File: src/rtl/mem_stage_lsu.sv
// mem_stage_lsu: MEM-stage load/store unit driving a valid/ready data bus, stalling the pipeline per access.
// Optional bus watchdog enabled by defining LSU_TIMEOUT_EN.
module mem_stage_lsu #(
    parameter int XLEN = 32,
    parameter logic [2:0] LOAD_SRC = 3'b001
`ifdef LSU_TIMEOUT_EN
    , parameter int TIMEOUT_CYCLES = 16
`endif
) (
    input  logic            clk,
    input  logic            reset,
    input  logic            MemWriteM,
    input  logic [2:0]      ResultSrcM,
    input  logic [XLEN-1:0] ALUResultM,
    input  logic [XLEN-1:0] WriteDataM,
    input  logic [2:0]      funct3M,
    output logic            dmem_req,
    output logic            dmem_we,
    output logic [XLEN-1:0] dmem_addr,
    output logic [3:0]      dmem_be,
    output logic [XLEN-1:0] dmem_wdata,
    input  logic            dmem_ready,
    input  logic [XLEN-1:0] dmem_rdata,
    output logic [XLEN-1:0] ReadDataM,
    output logic            StallM,
    output logic            MemFaultM
);
    typedef enum logic [1:0] {IDLE, BUS, DONE} state_t;
    state_t state, state_n;
    logic [2:0] f3_q;
    logic [1:0] lane_q;
    logic load, access, legal, mis, fault, go, bus_end, timeout, fault_q;
    logic [3:0] be_n;
    logic [7:0] rd_b;
    logic [15:0] rd_h;
    logic [XLEN-1:0] wdata_n, ext;
`ifdef LSU_TIMEOUT_EN
    logic [4:0] wd_cnt;
    assign timeout = state == BUS && !dmem_ready && wd_cnt == 5'(TIMEOUT_CYCLES - 1);
    // Counter is held at zero outside BUS, so it is clear on every BUS entry.
    always_ff @(posedge clk or posedge reset)
        if (reset) begin
            wd_cnt <= '0;
            fault_q <= 1'b0;
        end else begin
            wd_cnt <= state != BUS ? 5'd0 : !dmem_ready ? wd_cnt + 5'd1 : wd_cnt;
            fault_q <= timeout;
        end
`else
    assign timeout = 1'b0;
    assign fault_q = 1'b0;
`endif
    always_comb begin
        load = ResultSrcM == LOAD_SRC;
        access = load || MemWriteM;
        legal = MemWriteM ? funct3M inside {3'b000, 3'b001, 3'b010}
                          : funct3M inside {3'b000, 3'b001, 3'b010, 3'b100, 3'b101};
        mis = (funct3M[1:0] == 2'b01 && ALUResultM[0]) || (funct3M[1:0] == 2'b10 && ALUResultM[1:0] != 2'b00);
        fault = access && (!legal || mis);
        go = access && !fault;
        be_n = funct3M[1:0] == 2'b00 ? 4'b0001 << ALUResultM[1:0] :
               funct3M[1:0] == 2'b01 ? 4'b0011 << ALUResultM[1:0] : 4'b1111;
        wdata_n = funct3M[1:0] == 2'b00 ? {4{WriteDataM[7:0]}} :
                  funct3M[1:0] == 2'b01 ? {2{WriteDataM[15:0]}} : WriteDataM;
        rd_b = dmem_rdata[{lane_q, 3'b000} +: 8];
        rd_h = dmem_rdata[{lane_q[1], 4'b0000} +: 16];
        ext = f3_q[1:0] == 2'b00 ? {{(XLEN-8){!f3_q[2] && rd_b[7]}}, rd_b} :
              f3_q[1:0] == 2'b01 ? {{(XLEN-16){!f3_q[2] && rd_h[15]}}, rd_h} : dmem_rdata;
        bus_end = dmem_ready || timeout;
        state_n = state == IDLE ? (go ? BUS : IDLE) :
                  state == BUS ? (bus_end ? DONE : BUS) : IDLE;
        StallM = !reset && (state == BUS || (state == IDLE && go));
        MemFaultM = !reset && ((state == IDLE && fault) || (state == DONE && fault_q));
    end
    always_ff @(posedge clk or posedge reset)
        if (reset) state <= IDLE;
        else state <= state_n;
    always_ff @(posedge clk or posedge reset)
        if (reset) begin
            dmem_req <= 1'b0;
            dmem_we <= 1'b0;
            dmem_addr <= '0;
            dmem_be <= '0;
            dmem_wdata <= '0;
            ReadDataM <= '0;
            f3_q <= '0;
            lane_q <= '0;
        end else if (state == IDLE && go) begin
            dmem_req <= 1'b1;
            dmem_we <= MemWriteM;
            dmem_addr <= {ALUResultM[XLEN-1:2], 2'b00};
            dmem_be <= be_n;
            dmem_wdata <= wdata_n;
            f3_q <= funct3M;
            lane_q <= ALUResultM[1:0];
        end else if (state == BUS && bus_end) begin
            dmem_req <= 1'b0;
            if (!dmem_we) ReadDataM <= dmem_ready ? ext : '0;
        end
endmodule
File: config.mk
export PLATFORM = sky130hd
export DESIGN_NAME = mem_stage_lsu
export DESIGN_NICKNAME = d
export VERILOG_FILES = /design/src/rtl/mem_stage_lsu.sv
export SDC_FILE = /design/constraint.sdc
export NUM_CORES = 1
export LEC_CHECK = 0
export BUFFER_PORTS_ARGS = -buffer_cell sky130_fd_sc_hd__clkbuf_2
export CAP_MARGIN = 10
export CELL_PAD_IN_SITES_DETAIL_PLACEMENT = 0
export CELL_PAD_IN_SITES_GLOBAL_PLACEMENT = 1
export CORE_MARGIN = 2
export CORE_UTILIZATION = 38
export CTS_BUF_LIST = sky130_fd_sc_hd__clkbuf_8
export CTS_CLUSTER_DIAMETER = 150
export DETAILED_ROUTE_END_ITERATION = 10
export GPL_TIMING_DRIVEN = 1
export PLACE_DENSITY_LB_ADDON = 0.1
export SLEW_MARGIN = 25
export SYNTH_ARGS = -nofsm -noshare
export SYNTH_HDL_FRONTEND = slang
export SYNTH_SLANG_ARGS = --single-unit
File: constraint.sdc
create_clock -name clk -period 4 [get_ports clk]
set_clock_uncertainty 0.1 [all_clocks]
set_input_delay 0.4 -clock clk [delete_from_list [all_inputs] [get_ports clk]]
set_output_delay 0.4 -clock clk [all_outputs]
set_load 0.01 [all_outputs]
Word level (Yosys, flattened, before mapping) --
Cells that the tools add are included.
Storage, ports and cells: input port bits 106, word-level logic and storage cells 66, flip-flop bits (word level) 107
Cells by class: eq/ne operators 9, bitwise gates (word level) 2, shift operators 4, reduce and logical (&&, ||, !) cells 28, multiplexer cells 14
Operators with widths (count):
- $mux W32 | 5
- $shiftx A32 B6 Y16 | 1
- $shiftx A32 B6 Y8 | 1
- $logic_and A1 B1 Y1 | 11
- $mux W4 | 2
- $eq A2 B1 Y1 const B | 3
- $eq A3 B1 Y1 const B | 2
- $eq A3 B3 Y1 const B | 2
- $logic_not A2 Y1 | 3
- $mux W2 | 3
- $reduce_bool A5 Y1 | 1
- $logic_not A1 Y1 | 4
- $logic_or A1 B1 Y1 | 4
- $mux W1 | 4
- $reduce_bool A2 Y1 | 2
- $shl A1 B2 Y4 const A | 1
- $shl A2 B2 Y4 const A | 1
- $eq A3 B2 Y1 const B | 1
- $logic_not A3 Y1 | 1
- $reduce_and A3 Y1 | 1
- $reduce_bool A3 Y1 | 1
- $eq A2 B2 Y1 const B | 1
- $not A1 Y1 | 2

Logic depth before layout (Yosys ltp) --
depth after elaboration 11, gate-level depth with buffers 8, gate-level depth less buffers 6

Least setup slack after synthesis --
OpenSTA, ideal clock, no wires.
kind input-to-output, start point in ALUResultM[0], end point out StallM, path slack 1.942 ns, data required time 3.500 ns, arrival time 1.558 ns, stages 7, path buffers 1, cells stage by stage inv_1 > ha_1 > nand2b_1 > a221oi_2 > o211ai_1 > buf_2 > a21oi_1
On the way: cells in the longest elaborated chain, start to end 10, elaborated cells on any way between the ends 11, those cells by class reduce/logical: 11
RTL lines:
- start, declared | line 14 | input logic [XLEN-1:0] ALUResultM,
- $reduce_bool A2 Y1 | line 58 | mis = (funct3M[1:0] == 2'b01 && ALUResultM[0]) || (funct3M[1:0] == 2'b10 && ALUResultM[1:0] != 2'b00);
- $logic_and A1 B1 Y1 | line 58
- $logic_or A1 B1 Y1 (*) | line 58
- $logic_or A1 B1 Y1 (*) | line 59 | fault = access && (!legal || mis);
- $logic_and A1 B1 Y1 (*) | line 59
- $logic_not A1 Y1 (*) | line 60 | go = access && !fault;
- $logic_and A1 B1 Y1 (*) | line 60
- $logic_and A1 B1 Y1 (*) | line 72 | StallM = !reset && (state == BUS || (state == IDLE && go));
- $logic_or A1 B1 Y1 (*) | line 72
- $logic_and A1 B1 Y1 (*) | line 72
- end, declared | line 25 | output logic StallM,
Every way passes the cells marked *; elsewhere a longest branch is shown, timed or not.

Final worst setup path --
start point reg f3_q[1], end point reg ReadDataM[12]
On the way: cells in the longest elaborated chain, start to end 4, elaborated cells on any way between the ends 5, those cells by class eq/ne: 1; mux: 3; reduce/logical: 1
RTL lines:
- start, declared | line 30 | logic [2:0] f3_q;
- start signal, assigned | line 94 | f3_q <= funct3M;
- $eq A2 B1 Y1 | line 68 | f3_q[1:0] == 2'b01 ? {{(XLEN-16){!f3_q[2] && rd_h[15]}}, rd_h} : dmem_rdata;
- $mux W32 | line 68
- $mux W32 (*) | line 67 | ext = f3_q[1:0] == 2'b00 ? {{(XLEN-8){!f3_q[2] && rd_b[7]}}, rd_b} :
- $mux W32 (*) | line 98 | if (!dmem_we) ReadDataM <= dmem_ready ? ext : '0;
- end signal, assigned | line 98
- end, declared | line 24 | output logic [XLEN-1:0] ReadDataM,
Marks and branches as above. A chain may end at the register's enable or synchronous reset.

==> flow_metrics.env <==
export IMPL_final_cell_area_um2=6500
export IMPL_tritoncts_clock_tree="yes"
export IMPL_max_clock_path_buffers=2
export IMPL_register_area_um2=2680
export IMPL_gr_max_usage_layer="met2"
export IMPL_design_power_total_mw=3.92
export IMPL_slew_headroom=0.394
export IMPL_cts_hold_buffers_added=0
export IMPL_yosysWarningCount=0
export IMPL_power_per_cell_area_nw_per_um2=604
export IMPL_critPathTopFamily="simple AND/OR/NAND/NOR gates"
export IMPL_finalSetupViolCount=0
export IMPL_number_of_ports_placed_on_the_die_boundary=210
export IMPL_unrepaired_setup_endpoints_after_global_routing="no"
export IMPL_yosysTopAreaCellShare=0.518
export IMPL_timing_critical_path_buf_inv=0
export IMPL_worst_skew_pair_late_latency_ns=0.38
export IMPL_path_type_of_the_worst_min_delay_path="in2async"
export IMPL_worst_r2r_path_depth=3
export IMPL_antenna_cells_inserted=0
export IMPL_timing_fmax_ghz=0.426
export IMPL_clk_transition_reported_paths_ns=0.10
export IMPL_sequential_share_of_power=0.457
export IMPL_detail_route_wl_per_cell_um=17.4
export IMPL_grtUsageMet1=0.248
export IMPL_grt_util_met2=0.334
export IMPL_synth_largest_area_cell="sky130_fd_sc_hd__dfrtp_1"
export IMPL_cts_htree_levels=3
export IMPL_clock_sink_count=107
export IMPL_crit_arrival_ns=2.52
export IMPL_grt_overflow=0
export IMPL_n_fill_cell=1288
export IMPL_cp_num_cells=3
export IMPL_switchingPower_mw=1.42
export IMPL_finalCritPeriodShare=0.587
export IMPL_routabilityCongestion=0.808
export IMPL_combinationalPowerShare=0.358
export IMPL_timing_hold_violations_final=0
export IMPL_synthCells=431
export IMPL_track_usage=0.199
export IMPL_timing_critical_path_cells="nor2_1 -> nand3_1 -> a22o_1"
export IMPL_most_common_cell_after_layout_fill_and_taps_aside="sky130_fd_sc_hd__clkbuf_2"
export IMPL_postCtsResizedCells=0
export IMPL_placed_cell_area_um2=6280
export IMPL_timing_final_max_slew_violations=0
export IMPL_cp_slowest_stage_delay_ns=0.71
export IMPL_postSynthRegisterBits=107
export IMPL_multi_input_area_um2=2240
export IMPL_leakage_nw=3.19
export IMPL_fp_dieW_um=121
export IMPL_worst_setup_ep_type="register"
export IMPL_worstSetupPathType="reg2reg"
export IMPL_worstPathMaxFanout=20
export IMPL_hpwl_um=10200
export IMPL_viasPerCell=5.10
export IMPL_finalSetupTns_ns=0
export IMPL_areaGrowthSynthToFinish_pct=25.8
export IMPL_rows=42
export IMPL_antenna_violations_before_repair=0
export IMPL_tightest_slew_ns=0.905
export IMPL_count_of_antenna_violating_nets_left_after_detailed_routing=0
export IMPL_buffers_added_on_ports=207
export IMPL_routed_wl_um=14000
export IMPL_finalCriticalPeriod_ns=2.35
export IMPL_groute_layer_met3_usage=0.0542
export IMPL_syn_area_per_cell_um2=12.0
export IMPL_mostFrequentLayoutCells="207 x sky130_fd_sc_hd__clkbuf_2, 107 x sky130_fd_sc_hd__dfrtp_1, 57 x sky130_fd_sc_hd__mux2_1"
export IMPL_initialDrtViolationCount=286
export IMPL_initial_utilization=0.390
export IMPL_pre_repair_dr_iteration_count=4
export IMPL_worst_path_slowest_cell="sky130_fd_sc_hd__nor2_1"
export IMPL_worstSetupStartpointType="register"
export IMPL_floorplan_die_area_um2=14500
export IMPL_post_cts_repair_setup_buffers=0
export IMPL_critPathRequiredTime_ns=4.18
export IMPL_pin_count_of_the_biggest_net_entering_global_routing=64
export IMPL_switching_share=0.362
export IMPL_power_ir_vdd_worst_uv=306
export IMPL_synth_lib_cells_used_distinct=37
export IMPL_clkPwrFrac=0.186
export IMPL_grt_pass1_wl_um=22500
export IMPL_floorplan_core_area_um2=13200
export IMPL_drt_drc_violations_left=0
export IMPL_die_height_um=121
export IMPL_synth_sequential_area_ratio=0.518
export IMPL_status="finished, final reports clean"
export IMPL_final_nets=732
export IMPL_ctsRootBufferMaster="sky130_fd_sc_hd__clkbuf_8"
export IMPL_cap_viol_max_count=0
export IMPL_ratio_of_cells_with_drive_above_1_in_the_final_layout=0.424
export IMPL_post_synthesis_instance_area_um2=5160
export IMPL_vias=4096
export IMPL_vias_in_the_first_global_route=4368
export IMPL_finalCoreUtilization=0.491
export IMPL_total_internal_power_mw=2.50
export IMPL_synth_area_leaders="sky130_fd_sc_hd__dfrtp_1 52%, sky130_fd_sc_hd__mux2_1 12%, sky130_fd_sc_hd__mux2_2 6.3%"
export IMPL_cts_buffers_inserted=9
power by group through the flow:
| stage | sequential (mW) | combinational (mW) | clock, mW |
|---|---|---|---|
| 3_5_place_dp | 1.82 | 1.43 | 0 |
| 6_report | 1.79 | 1.40 | 0.728 |
| 5_1_grt | 1.86 | 1.54 | 0.800 |
| 2_1_floorplan | 1.91 | 0.673 | 0 |
| 3_3_place_gp | 1.80 | 1.41 | 0 |
| 4_1_cts | 1.80 | 1.43 | 0.754 |
worst paths after layout:
kind,startpoint,end,slack [ns]
setup / recovery,f3_q[1],ReadDataM[12],1.65
hold / removal,reset,dmem_we,0.05
setup reg to reg,f3_q[1],ReadDataM[12],1.65
hold reg to reg,dmem_req,dmem_req,0.39
max in group asynchronous,reset,dmem_addr[15],2.92
min in group clk,ALUResultM[22],dmem_addr[22],0.13
metal layers:
metal | share of wire | vias to the layer above
li1 | - | 1926
met3 | 0.078 | 13
met1 | 0.41 | 2006
met2 | 0.49 | 151
met4 | 0.014 | 0
met5 | 0 | -
layout make-up:
| type | count | area share |
|---|---|---|
| clock inverter | 7 | 0.0142 |
| clock buffer | 9 | 0.0191 |
| timing repair buffer | 212 | 0.165 |
| inverter | 17 | 0.0102 |
| multi-input combinational | 275 | 0.345 |
| tap | 176 | 0.0339 |
| sequential | 107 | 0.412 |
metrics by stage:
stage          instances  setup slack, ns  hold WS [ns]
2_1_floorplan        432            0.683         0.374
3_3_place_gp         787             1.32         0.365
6_report             803             1.65        0.0459
4_1_cts              803             1.68        0.0502
5_1_grt              803             1.51        0.0990
3_5_place_dp         787             1.28         0.365
worst reg2reg max path, cell delays in order, from the launching register on:
cell and delay (ns):
sky130_fd_sc_hd__dfrtp_1 0.66, sky130_fd_sc_hd__nor2_1 0.71, sky130_fd_sc_hd__nand3_1 0.47, sky130_fd_sc_hd__a22o_1 0.32
Yosys cell counts (all sizes together):
master and number:
a221oi 16, o211ai 3, nor2b 2, a31oi 1, nor2 12, mux2 86
a31o 1, mux2i 13, a21oi 8, nor3 1, nand2b 5, conb 1
and2 1, buf 18, dfrtp 107, or3 1, nand3b 2, nor3b 1
o21ai 45, or2 1, nand2 34, nand3 2, a211o 1, o22ai 9
ha 4, inv 17, o211a 2, clkbuf 15, o21a 1, a22o 15
mux4 6
logic make-up after synthesis:
logic type,Yosys count,share of synthesized area
flops,107,0.518
fa+ha+maj,4,0.00969
compound gates,102,0.130
other cells,1,0.000726
simple gates,62,0.0528
mux,105,0.239
buf+inv,50,0.0492
state kept, by name, summed over array words and instances, names as in the netlist:
signal,count
dmem_be,4
f3_q,3
lane_q,2
dmem_req,1
dmem_addr,30
ReadDataM,32
dmem_wdata,32
dmem_we,1
state,2
Note: power is estimated with default switching activity, not from simulation.
